<file path="src/rtl/store_narrower_pkg.sv">
// rtl/store_narrower_pkg.sv - size encodings, FSM states and accept routing for the store narrower
package store_narrower_pkg;

    typedef enum logic [1:0] {
        SZ_BYTE = 2'b00,
        SZ_HALF = 2'b01,
        SZ_WORD = 2'b10,
        SZ_ILL  = 2'b11
    } size_e;

    typedef enum logic [2:0] {
        IDLE,
        RD_REQ,
        RD_WAIT,
        WR,
        DONE,
        ERR
    } state_e;

    // Aligned words write straight through; sub-word stores need a read-modify-write.
    function automatic state_e accept_target(size_e size, logic [1:0] lane);
        state_e tgt;
        tgt = ERR;
        case (size)
            SZ_WORD: if (lane == 2'b00) tgt = WR;
            SZ_HALF: if (!lane[0]) tgt = RD_REQ;
            SZ_BYTE: tgt = RD_REQ;
            default: tgt = ERR;
        endcase
        return tgt;
    endfunction

endpackage

</file>
<file path="src/rtl/store_narrower_if.sv">
// rtl/store_narrower_if.sv - request and word-memory signals of the store narrower
interface store_narrower_if #(
    parameter int ADDR_W = 32
);
    logic              req_valid;
    logic              req_ready;
    logic [ADDR_W-1:0] req_addr;
    logic [31:0]       req_data;
    logic [1:0]        req_size;
    logic [ADDR_W-1:0] mem_addr;
    logic              mem_rd_en;
    logic              mem_rd_valid;
    logic [31:0]       mem_rd_data;
    logic              mem_wr_en;
    logic [31:0]       mem_wr_data;
    logic              mem_wr_ack;
    logic              done;
    logic              misalign_err;

    modport slave (
        input  req_valid, req_addr, req_data, req_size,
        input  mem_rd_valid, mem_rd_data, mem_wr_ack,
        output req_ready, mem_addr, mem_rd_en, mem_wr_en, mem_wr_data,
        output done, misalign_err
    );

    modport master (
        output req_valid, req_addr, req_data, req_size,
        output mem_rd_valid, mem_rd_data, mem_wr_ack,
        input  req_ready, mem_addr, mem_rd_en, mem_wr_en, mem_wr_data,
        input  done, misalign_err
    );
endinterface

</file>
<file path="src/rtl/store_narrower_merge.sv">
// rtl/store_narrower_merge.sv - little-endian byte/half lane merge into a read word
module byte_lane_merge
    import store_narrower_pkg::*;
(
    input  logic [31:0] old_word,
    input  logic [15:0] new_data,
    input  size_e       size,
    input  logic [1:0]  lane,
    output logic [31:0] merged
);

    always_comb begin
        merged = old_word;
        case (size)
            SZ_BYTE: begin
                case (lane)
                    2'd0: merged[7:0]   = new_data[7:0];
                    2'd1: merged[15:8]  = new_data[7:0];
                    2'd2: merged[23:16] = new_data[7:0];
                    default: merged[31:24] = new_data[7:0];
                endcase
            end
            SZ_HALF: begin
                if (lane[1]) merged[31:16] = new_data;
                else         merged[15:0]  = new_data;
            end
            default: merged = old_word;
        endcase
    end

endmodule

</file>
<file path="src/rtl/store_narrower.sv">
// rtl/store_narrower.sv - narrows byte/half/word stores onto a word-only memory via read-modify-write
module store_narrower
    import store_narrower_pkg::*;
#(
    parameter int ADDR_W = 32
) (
    input logic            clk,
    input logic            rst_n,
    store_narrower_if.slave bus
);

    state_e      state;
    state_e      state_nxt;
    size_e       size_q;
    logic [1:0]  lane_q;
    logic [15:0] data_q;
    logic [31:0] merged;
    logic        accept;

    assign accept = bus.req_valid && bus.req_ready;

    always_ff @(posedge clk) begin
        if (!rst_n) state <= IDLE;
        else        state <= state_nxt;
    end

    always_comb begin
        state_nxt        = state;
        bus.req_ready    = 1'b0;
        bus.mem_rd_en    = 1'b0;
        bus.mem_wr_en    = 1'b0;
        bus.done         = 1'b0;
        bus.misalign_err = 1'b0;
        case (state)
            IDLE: begin
                bus.req_ready = 1'b1;
                if (bus.req_valid)
                    state_nxt = accept_target(size_e'(bus.req_size), bus.req_addr[1:0]);
            end
            RD_REQ: begin
                bus.mem_rd_en = 1'b1;
                state_nxt     = RD_WAIT;
            end
            RD_WAIT: if (bus.mem_rd_valid) state_nxt = WR;
            WR: begin
                bus.mem_wr_en = 1'b1;
                if (bus.mem_wr_ack) state_nxt = DONE;
            end
            DONE: begin
                bus.done  = 1'b1;
                state_nxt = IDLE;
            end
            ERR: begin
                bus.misalign_err = 1'b1;
                state_nxt        = IDLE;
            end
            default: state_nxt = IDLE;
        endcase
    end

    byte_lane_merge u_merge (
        .old_word (bus.mem_rd_data),
        .new_data (data_q),
        .size     (size_q),
        .lane     (lane_q),
        .merged   (merged)
    );

    // Word data is latched at accept; sub-word stores overwrite it with the merged word later.
    always_ff @(posedge clk) begin
        if (!rst_n) begin
            bus.mem_addr    <= '0;
            bus.mem_wr_data <= '0;
            size_q          <= SZ_BYTE;
            lane_q          <= 2'b00;
            data_q          <= '0;
        end else begin
            if (accept) begin
                bus.mem_addr    <= {bus.req_addr[ADDR_W-1:2], 2'b00};
                bus.mem_wr_data <= bus.req_data;
                size_q          <= size_e'(bus.req_size);
                lane_q          <= bus.req_addr[1:0];
                data_q          <= bus.req_data[15:0];
            end
            if (state == RD_WAIT && bus.mem_rd_valid)
                bus.mem_wr_data <= merged;
        end
    end

endmodule
</file>
<file path="src/flat_wrapper.sv">
// flat-port wrapper written by rule: the top's interface ports become plain ports
module store_narrower_flat import store_narrower_pkg::*;
#(
    parameter int ADDR_W = 32
)
  (clk, rst_n, bus_req_valid, bus_req_addr, bus_req_data, bus_req_size, bus_mem_rd_valid, bus_mem_rd_data, bus_mem_wr_ack, bus_req_ready, bus_mem_addr, bus_mem_rd_en, bus_mem_wr_en, bus_mem_wr_data, bus_done, bus_misalign_err);
  store_narrower_if #(.ADDR_W(ADDR_W)) bus_i ();
  input logic clk;
  input logic rst_n;
  input wire logic [$bits(bus_i.req_valid)-1:0] bus_req_valid;
  input wire logic [$bits(bus_i.req_addr)-1:0] bus_req_addr;
  input wire logic [$bits(bus_i.req_data)-1:0] bus_req_data;
  input wire logic [$bits(bus_i.req_size)-1:0] bus_req_size;
  input wire logic [$bits(bus_i.mem_rd_valid)-1:0] bus_mem_rd_valid;
  input wire logic [$bits(bus_i.mem_rd_data)-1:0] bus_mem_rd_data;
  input wire logic [$bits(bus_i.mem_wr_ack)-1:0] bus_mem_wr_ack;
  output wire logic [$bits(bus_i.req_ready)-1:0] bus_req_ready;
  output wire logic [$bits(bus_i.mem_addr)-1:0] bus_mem_addr;
  output wire logic [$bits(bus_i.mem_rd_en)-1:0] bus_mem_rd_en;
  output wire logic [$bits(bus_i.mem_wr_en)-1:0] bus_mem_wr_en;
  output wire logic [$bits(bus_i.mem_wr_data)-1:0] bus_mem_wr_data;
  output wire logic [$bits(bus_i.done)-1:0] bus_done;
  output wire logic [$bits(bus_i.misalign_err)-1:0] bus_misalign_err;
  assign bus_i.req_valid = bus_req_valid;
  assign bus_i.req_addr = bus_req_addr;
  assign bus_i.req_data = bus_req_data;
  assign bus_i.req_size = bus_req_size;
  assign bus_i.mem_rd_valid = bus_mem_rd_valid;
  assign bus_i.mem_rd_data = bus_mem_rd_data;
  assign bus_i.mem_wr_ack = bus_mem_wr_ack;
  assign bus_req_ready = bus_i.req_ready;
  assign bus_mem_addr = bus_i.mem_addr;
  assign bus_mem_rd_en = bus_i.mem_rd_en;
  assign bus_mem_wr_en = bus_i.mem_wr_en;
  assign bus_mem_wr_data = bus_i.mem_wr_data;
  assign bus_done = bus_i.done;
  assign bus_misalign_err = bus_i.misalign_err;
  store_narrower #(.ADDR_W(ADDR_W)) u_core (.clk(clk), .rst_n(rst_n), .bus(bus_i));
endmodule
</file>
<file path="config.mk">
export PLATFORM = sky130hd
export DESIGN_NAME = store_narrower_flat
export DESIGN_NICKNAME = d
export VERILOG_FILES = /design/src/rtl/store_narrower_pkg.sv /design/src/rtl/store_narrower_if.sv /design/src/rtl/store_narrower_merge.sv /design/src/rtl/store_narrower.sv /design/src/flat_wrapper.sv
export SDC_FILE = /design/constraint.sdc
export NUM_CORES = 1
export LEC_CHECK = 0
export ABC_AREA = 0
export CORE_MARGIN = 5
export CORE_UTILIZATION = 38
export DETAILED_ROUTE_END_ITERATION = 8
export GPL_ROUTABILITY_DRIVEN = 0
export GPL_TIMING_DRIVEN = 0
export PLACE_DENSITY = 0.79
export SLEW_MARGIN = 20
export SYNTH_ARGS = -nofsm -noshare
export SYNTH_HDL_FRONTEND = slang
export SYNTH_SLANG_ARGS = --single-unit
</file>
<file path="constraint.sdc">
create_clock -name clk -period 1.5 [get_ports clk]
set_input_delay 0.225 -clock clk [delete_from_list [all_inputs] [get_ports clk]]
set_output_delay 0.225 -clock clk [all_outputs]
set_load 0.005 [all_outputs]
</file>
* After elaboration in Yosys (flattened, before gate mapping)
Index checks and enable logic that the tools add are counted.
** Word-level totals
- Logic and storage cells :: 50
- Output and inout bits :: 69
- Register bits :: 85
** Operators by class
- Eq/ne operators :: 13
- Reductions and logical operators :: 10
- Multiplexer cells :: 21
** Operators with widths (count)
- 32-bit two-way mux :: 2
- 32-bit one-hot mux with 2 select lines :: 1
- 16-bit two-way mux :: 2
- 8-bit two-way mux :: 4
- 3-bit two-way mux :: 5
- 3-bit one-hot mux with 4 select lines :: 1
- 3-bit one-hot mux with 3 select lines :: 1
- 2-bit logical NOT :: 4
- 2-bit by 1-bit equality test with 1-bit output (second input constant) :: 3
- 3-bit by 2-bit equality test with 1-bit output (second input constant) :: 2
- 3-bit equality test (second input constant) :: 2
- 2-bit inequality test (second input constant) :: 3
- 1-bit two-way mux :: 5
- 2-bit equality test (second input constant) :: 2
- 3-bit by 1-bit equality test with 1-bit output (second input constant) :: 1
- 3-bit logical NOT :: 1
- 3-bit AND reduction :: 1
- 3-bit OR reduction :: 1
- 1-bit logical AND :: 2
- 2-bit nonzero test :: 1

* Logic depth before layout (Yosys ltp)
- Word-level depth :: 5
- Gate-level depth with buffers :: 7

* Cells and area by module
Synthesis repeated with hierarchy kept, for this count alone.
** Unflattened totals
- Cell total of the unflattened synthesis :: 508
- Area, all modules :: 4098.9 µm²
** Modules (own cells, without submodules)
- store_narrower :: cells an instance 416, area each 3395.8 µm², sequential area each 1701.6 µm², instances 1
- byte_lane_merge :: cells an instance 92, area each 703.2 µm², sequential area each 0.0 µm², instances 1

* Worst setup path after synthesis
OpenSTA, ideal clock, no wires.
- Kind :: register to register
- From :: register u_core.state[1]
- To :: register u_core.bus.mem_wr_data[15]
- Path buffers :: 2
- Data required time :: 1.423 ns
- Slack :: 0.058 ns
- Data arrival time :: 1.365 ns
- Cell stages (with the launch flop) :: 8
- Cell sequence :: dfxtp_1 or3_4 inv_2 and2_1 buf_6 buf_6 nand2_1 a41oi_2
** Between the ends
- Cells in the longest elaborated chain, start to end :: 4
- Elaborated cells between the ends (all ways) :: 7
- Classes of those cells :: 1 x eq/ne; 2 x mux; 4 x reduce/logical
** RTL lines
- from (decl) :: line store_narrower.sv:12 : state_e state;
- from (signal assigned) :: line store_narrower.sv:24 : else state <= state_nxt;
- 3-bit logical NOT :: line store_narrower.sv:34 : case (state)
- 1-bit two-way mux :: line store_narrower.sv:34
- named net bus_req_ready :: line flat_wrapper.sv:17 : output wire logic [$bits(bus_i.req_ready)-1:0] bus_req_ready;
- 1-bit logical AND :: line store_narrower.sv:20 : assign accept = bus.req_valid && bus.req_ready;
- 2-bit nonzero test (no line)
- to (signal assigned) :: line store_narrower.sv:80 : bus.mem_wr_data <= bus.req_data;
- to (signal assigned) :: line store_narrower.sv:86 : bus.mem_wr_data <= merged;
- to (decl) :: line store_narrower_if.sv:23 : output req_ready, mem_addr, mem_rd_en, mem_wr_en, mem_wr_data,
The timed path passes the listed nets, and every way through them passes these cells.
A chain may end at the register's enable or synchronous reset.

* Worst setup path after layout
- From :: register u_core.state[2]
- To :: output port bus_req_ready
** Between the ends
- Cells in the longest elaborated chain, start to end :: 2
** RTL lines (line)
- 3-bit logical NOT :: store_narrower.sv:34
- 1-bit two-way mux :: store_narrower.sv:34
- to (decl) :: flat_wrapper.sv:17
Every way passes these cells.

==> results <==
- The flow ran to the end, but the final reports show violations.
- The checks that failed: setup timing.
- By area the synthesized netlist is led by sky130_fd_sc_hd__dfxtp_1 44%, sky130_fd_sc_hd__nand2_1 11%, sky130_fd_sc_hd__a21oi_1 8.1%, sky130_fd_sc_hd__a22oi_1 4.4%, sky130_fd_sc_hd__a21o_1 3.3%.
- The number of global-route vias before repair was 4,497.
- In this run the clock root is driven by a sky130_fd_sc_hd__clkbuf_8.
- The via total after detailed routing is approximately 4,500.
- The TritonCTS buffer count is 9.
- Counting the fill cells in the layout gives between 800 and 900.
- For the worst setup path, the data required time is 1.27 ns.
- The part of the power in combinational logic is 40.5%.
- The internal power summed over all cells is 5.48 mW.
- The netlist area before placement is 3900 sq um.
- The relative slew slack is 61.7%.
- The number of DRC markers after the initial detailed-route iteration is 394.
- The global-route met1 utilization is between 20% and 30%.
- Across the run, the number of max-cap violations was 0.
- The CTS tree is built.
- In this run, synthesis produced a sequential element count of 85.
- The busiest layer in global routing is met2.
- For this run, the number of Yosys warnings is 0.
- The post-detailed-routing wire length is 14,900 um.
- The kind of start point of the critical path is a flop.
- The analysis attributes to net switching a power of 2.73 mW.
- For this run, asynchronously set or reset flops after synthesis account for 0%.
- From bottom edge to top edge, the die measures ~110 um.
- In this run the most critical hold path is launched from bus_req_addr[6].
- The most critical setup path has its startpoint at u_core.state[2].
- For this run, global-route usage on met2 was measured as 38.9%.
- Counting every instance in the synthesized netlist gives ~500.
- On the final layout, the worst clock skew is 0.00955 ns.
- Dividing the detail-routed via count by the number of cells gives about 5.5.
- The worst register-to-register path begins at u_core.state[2].
- After the last flow step, the layout net total stands at ~790.
- The wire-length estimate of the detail-placed layout is 10,800 um.
- The worst setup path is captured at an output port.
- In this run the cell area measured after placement is 5760 sq um.
- The number of pins exceeding their max-slew limit in the final report is 0.
- STA puts the critical path data arrival time at 1.35 ns.
- The detailed-routing iteration count for the pre-antenna-repair pass is 5.
- The number of remaining DRC errors is 0.
- The largest net degree at the start of global routing is 15.
- The net switching share of the total power is 33.3%.
- The post-route non-filler standard cell count is ~830.
- The count of inserted antenna diode cells is 0.
- The number of placed instances, taps included, is roughly 800.
- The final period utilization is 105%.
- A synthesized cell averages 7.90 sq um.
- Among all flip-flop cells after synthesis, the most frequent one is sky130_fd_sc_hd__dfxtp_1.
- The analysis attributes to cell leakage a power of 2.45 nW.
- Dividing the detail-routed wire length by the instance count gives roughly 18 um.
- The overall routing resource usage is 23.1%.
- The share of layout cells above drive strength 1 is 16.5%.
- The fraction of power consumed by sequential logic is a little over a third.
- At the pin with the least slew margin, the transition time is roughly 0.57 ns.
- The count of pins on the block boundary is 172.
- After floorplanning, the core was divided into 37 placement rows.
- Compared with the post-synthesis result, the final layout area differs by 64.5%.
- In this run the worst hold path is classified as in2reg.
- The classification of the worst setup path is reg2out.
- Once detail routing completed, the nets flagged for antenna violations numbered 0.
- The least setup slack across all paths after layout is -0.0724 ns.
- The clock-pin slew reported for the worst setup and hold paths after clock tree synthesis is 0.09 ns.
- The number of enable-type register cells in the synthesized netlist is 0.
- For this run, the register share of the synthesized area comes to between 40% and 50%.
- The x dimension of the die is 111 um.
- The library cells used most frequently in the layout, excluding fill and tap cells, are 155 x sky130_fd_sc_hd__clkdlybuf4s50_1, 113 x sky130_fd_sc_hd__nand2_1, 77 x sky130_fd_sc_hd__dfxtp_1.
- The sum of overflow across all layers after global routing is 0.
- The clock network accounts for around a quarter of the total power.
- The smallest clock period supported by the final layout is computed as 1.57 ns.
- The total area inside the core boundary comes to between 10,000 and 15,000 sq um.
- In this run the worst path has a maximum fanout of 3.
- In this run the power density over the cells is around 1300 nW/um^2.
- The final-report hold violation count is 0.
- The initial antenna violation count is 0.
- The synthesized netlist contains 44 unique library cells.
- For met3 alone, demand over resource in global routing was 5.90%.
- Setup violations remaining at the end of the flow were counted as 51.
- For this configuration, the core starts out at a cell density of between 30% and 40%.
- VDD sags by at most 589 uV.
- The clock drives 85 sinks.
- The die covers 12,400 sq um.
- Of the post-synthesis cell area, the dominant cell type holds 43.7%.
- The port buffer count is roughly 170.
- The first global-routing pass estimated 23,100 um of wire.
- The clock latency at the later pin of the worst-skew pair is about 0.36 ns.
- The timing-limited maximum frequency is between 0.6 and 0.7 GHz.
- The H-tree generated during clock tree synthesis spans 3 levels.
- The commonest non-fill, non-tap cell in the layout is sky130_fd_sc_hd__clkdlybuf4s50_1.
- With fillers left out, the area of the finished cells amounts to 6410 sq um.
- The number of buffers on the longest clock path is 2.
- Setup repair after global routing could not meet its margin everywhere.
- The cell type contributing the most total cell area after synthesis is sky130_fd_sc_hd__dfxtp_1.
-- per-stage QoR --
stage	total power [mW]	setup WS [ns]	util, %	setup TNS [ns]	hold slack (ns)
final	8.21	-0.0724	62.9	-1.14	0.401
after global routing	8.64	-0.131	62.9	-6.64	0.406
after CTS	7.97	-0.0637	61.0	-0.914	0.395
after detailed placement	5.74	-0.568	56.6	-36.04	0.447
after global placement	5.67	-0.541	56.6	-32.84	0.441
after floorplan	4.34	0.0583	-	0	0.361
-- cell usage after synthesis (2+ instances only) --
cell type and number:
sky130_fd_sc_hd__o22ai_1 13, sky130_fd_sc_hd__nand3_1 19, sky130_fd_sc_hd__inv_1 4, sky130_fd_sc_hd__a21oi_1 63, sky130_fd_sc_hd__a22oi_1 23, sky130_fd_sc_hd__a32oi_1 5
sky130_fd_sc_hd__nor3b_1 3, sky130_fd_sc_hd__o2bb2ai_1 5, sky130_fd_sc_hd__and2_1 9, sky130_fd_sc_hd__nor3_1 5, sky130_fd_sc_hd__o311ai_0 5, sky130_fd_sc_hd__buf_6 4
sky130_fd_sc_hd__o211ai_1 2, sky130_fd_sc_hd__buf_2 8, sky130_fd_sc_hd__o21ai_0 25, sky130_fd_sc_hd__a22o_1 2, sky130_fd_sc_hd__mux2i_1 5, sky130_fd_sc_hd__nand2b_1 3
sky130_fd_sc_hd__buf_4 6, sky130_fd_sc_hd__nand2_1 116, sky130_fd_sc_hd__a21o_1 17, sky130_fd_sc_hd__nor2_1 8, sky130_fd_sc_hd__dfxtp_1 85, sky130_fd_sc_hd__clkbuf_1 25
sky130_fd_sc_hd__nor2b_1 4, sky130_fd_sc_hd__a31oi_1 10, sky130_fd_sc_hd__a211oi_1 2
-- worst paths after layout --
path	slack [ns]	depth (start not counted)	to
worst max-delay path	-0.07	4	bus_req_ready
worst min register to register	0.46	2	u_core.bus.mem_addr[22]
worst max register to register	-0.05	7	u_core.bus.mem_wr_data[30]
worst min-delay path	0.40	3	u_core.bus.mem_addr[6]
-- state kept, by name (all words and copies together) (netlist names) --
| register | cells |
|---|---|
| u_core.bus.mem_wr_data | 32 |
| u_core.size_q | 2 |
| u_core.bus.mem_addr | 30 |
| u_core.lane_q | 2 |
| u_core.state | 3 |
| u_core.data_q | 16 |
-- cells by family after synthesis --
family | Yosys count | share of synthesized area (%)
compound gates | 178 | 28.8
simple gates | 174 | 19.7
flops | 85 | 43.7
buf+inv | 50 | 6.45
mux | 5 | 1.28
other cells | 1 | 0.0962
-- area by class of cell --
type,count,area [sq um],share of cell area (%)
multi-input combinational,359,2080,32.5
tap,136,170,2.65
buffer,45,359,5.60
timing repair buffer,183,1820,28.4
clock inverter,6,113,1.76
clock buffer,9,124,1.93
inverter,5,26.3,0.410
sequential,85,1720,26.8
-- metal layers --
metal | up-vias | part of all wire, %
met1 | 2113 | 40
met3 | 28 | 8.7
met2 | 231 | 49
li1 | 2141 | -
met4 | 0 | 2.2
met5 | - | 0
-- critical path: stages, from the launching register on --
cell and delay, ns:
sky130_fd_sc_hd__dfxtp_2 0.33, sky130_fd_sc_hd__or3_4 0.40, sky130_fd_sc_hd__inv_4 0.08, sky130_fd_sc_hd__buf_4 0.11
sky130_fd_sc_hd__buf_6 0.08
-- power by group through the flow --
stage	registers (mW)	clock network, mW	logic [mW]
2_1_floorplan	2.91	0	1.43
3_3_place_gp	2.92	0	2.75
3_5_place_dp	2.93	0	2.81
4_1_cts	2.90	1.96	3.11
5_1_grt	2.97	2.07	3.60
6_report	2.92	1.96	3.33
-- what timing repair did --
item | CTS | global route
pin swaps | 9 | 22
endpoints found under the setup margin | 87 | 93
cloned | 2 | 0
hold buffers | 0 | 0
gates resized for setup | 78 | 55
endpoints found under the hold margin | 0 | 0
buffers inserted | 5 | 7
(Power assumes the default switching activity.)
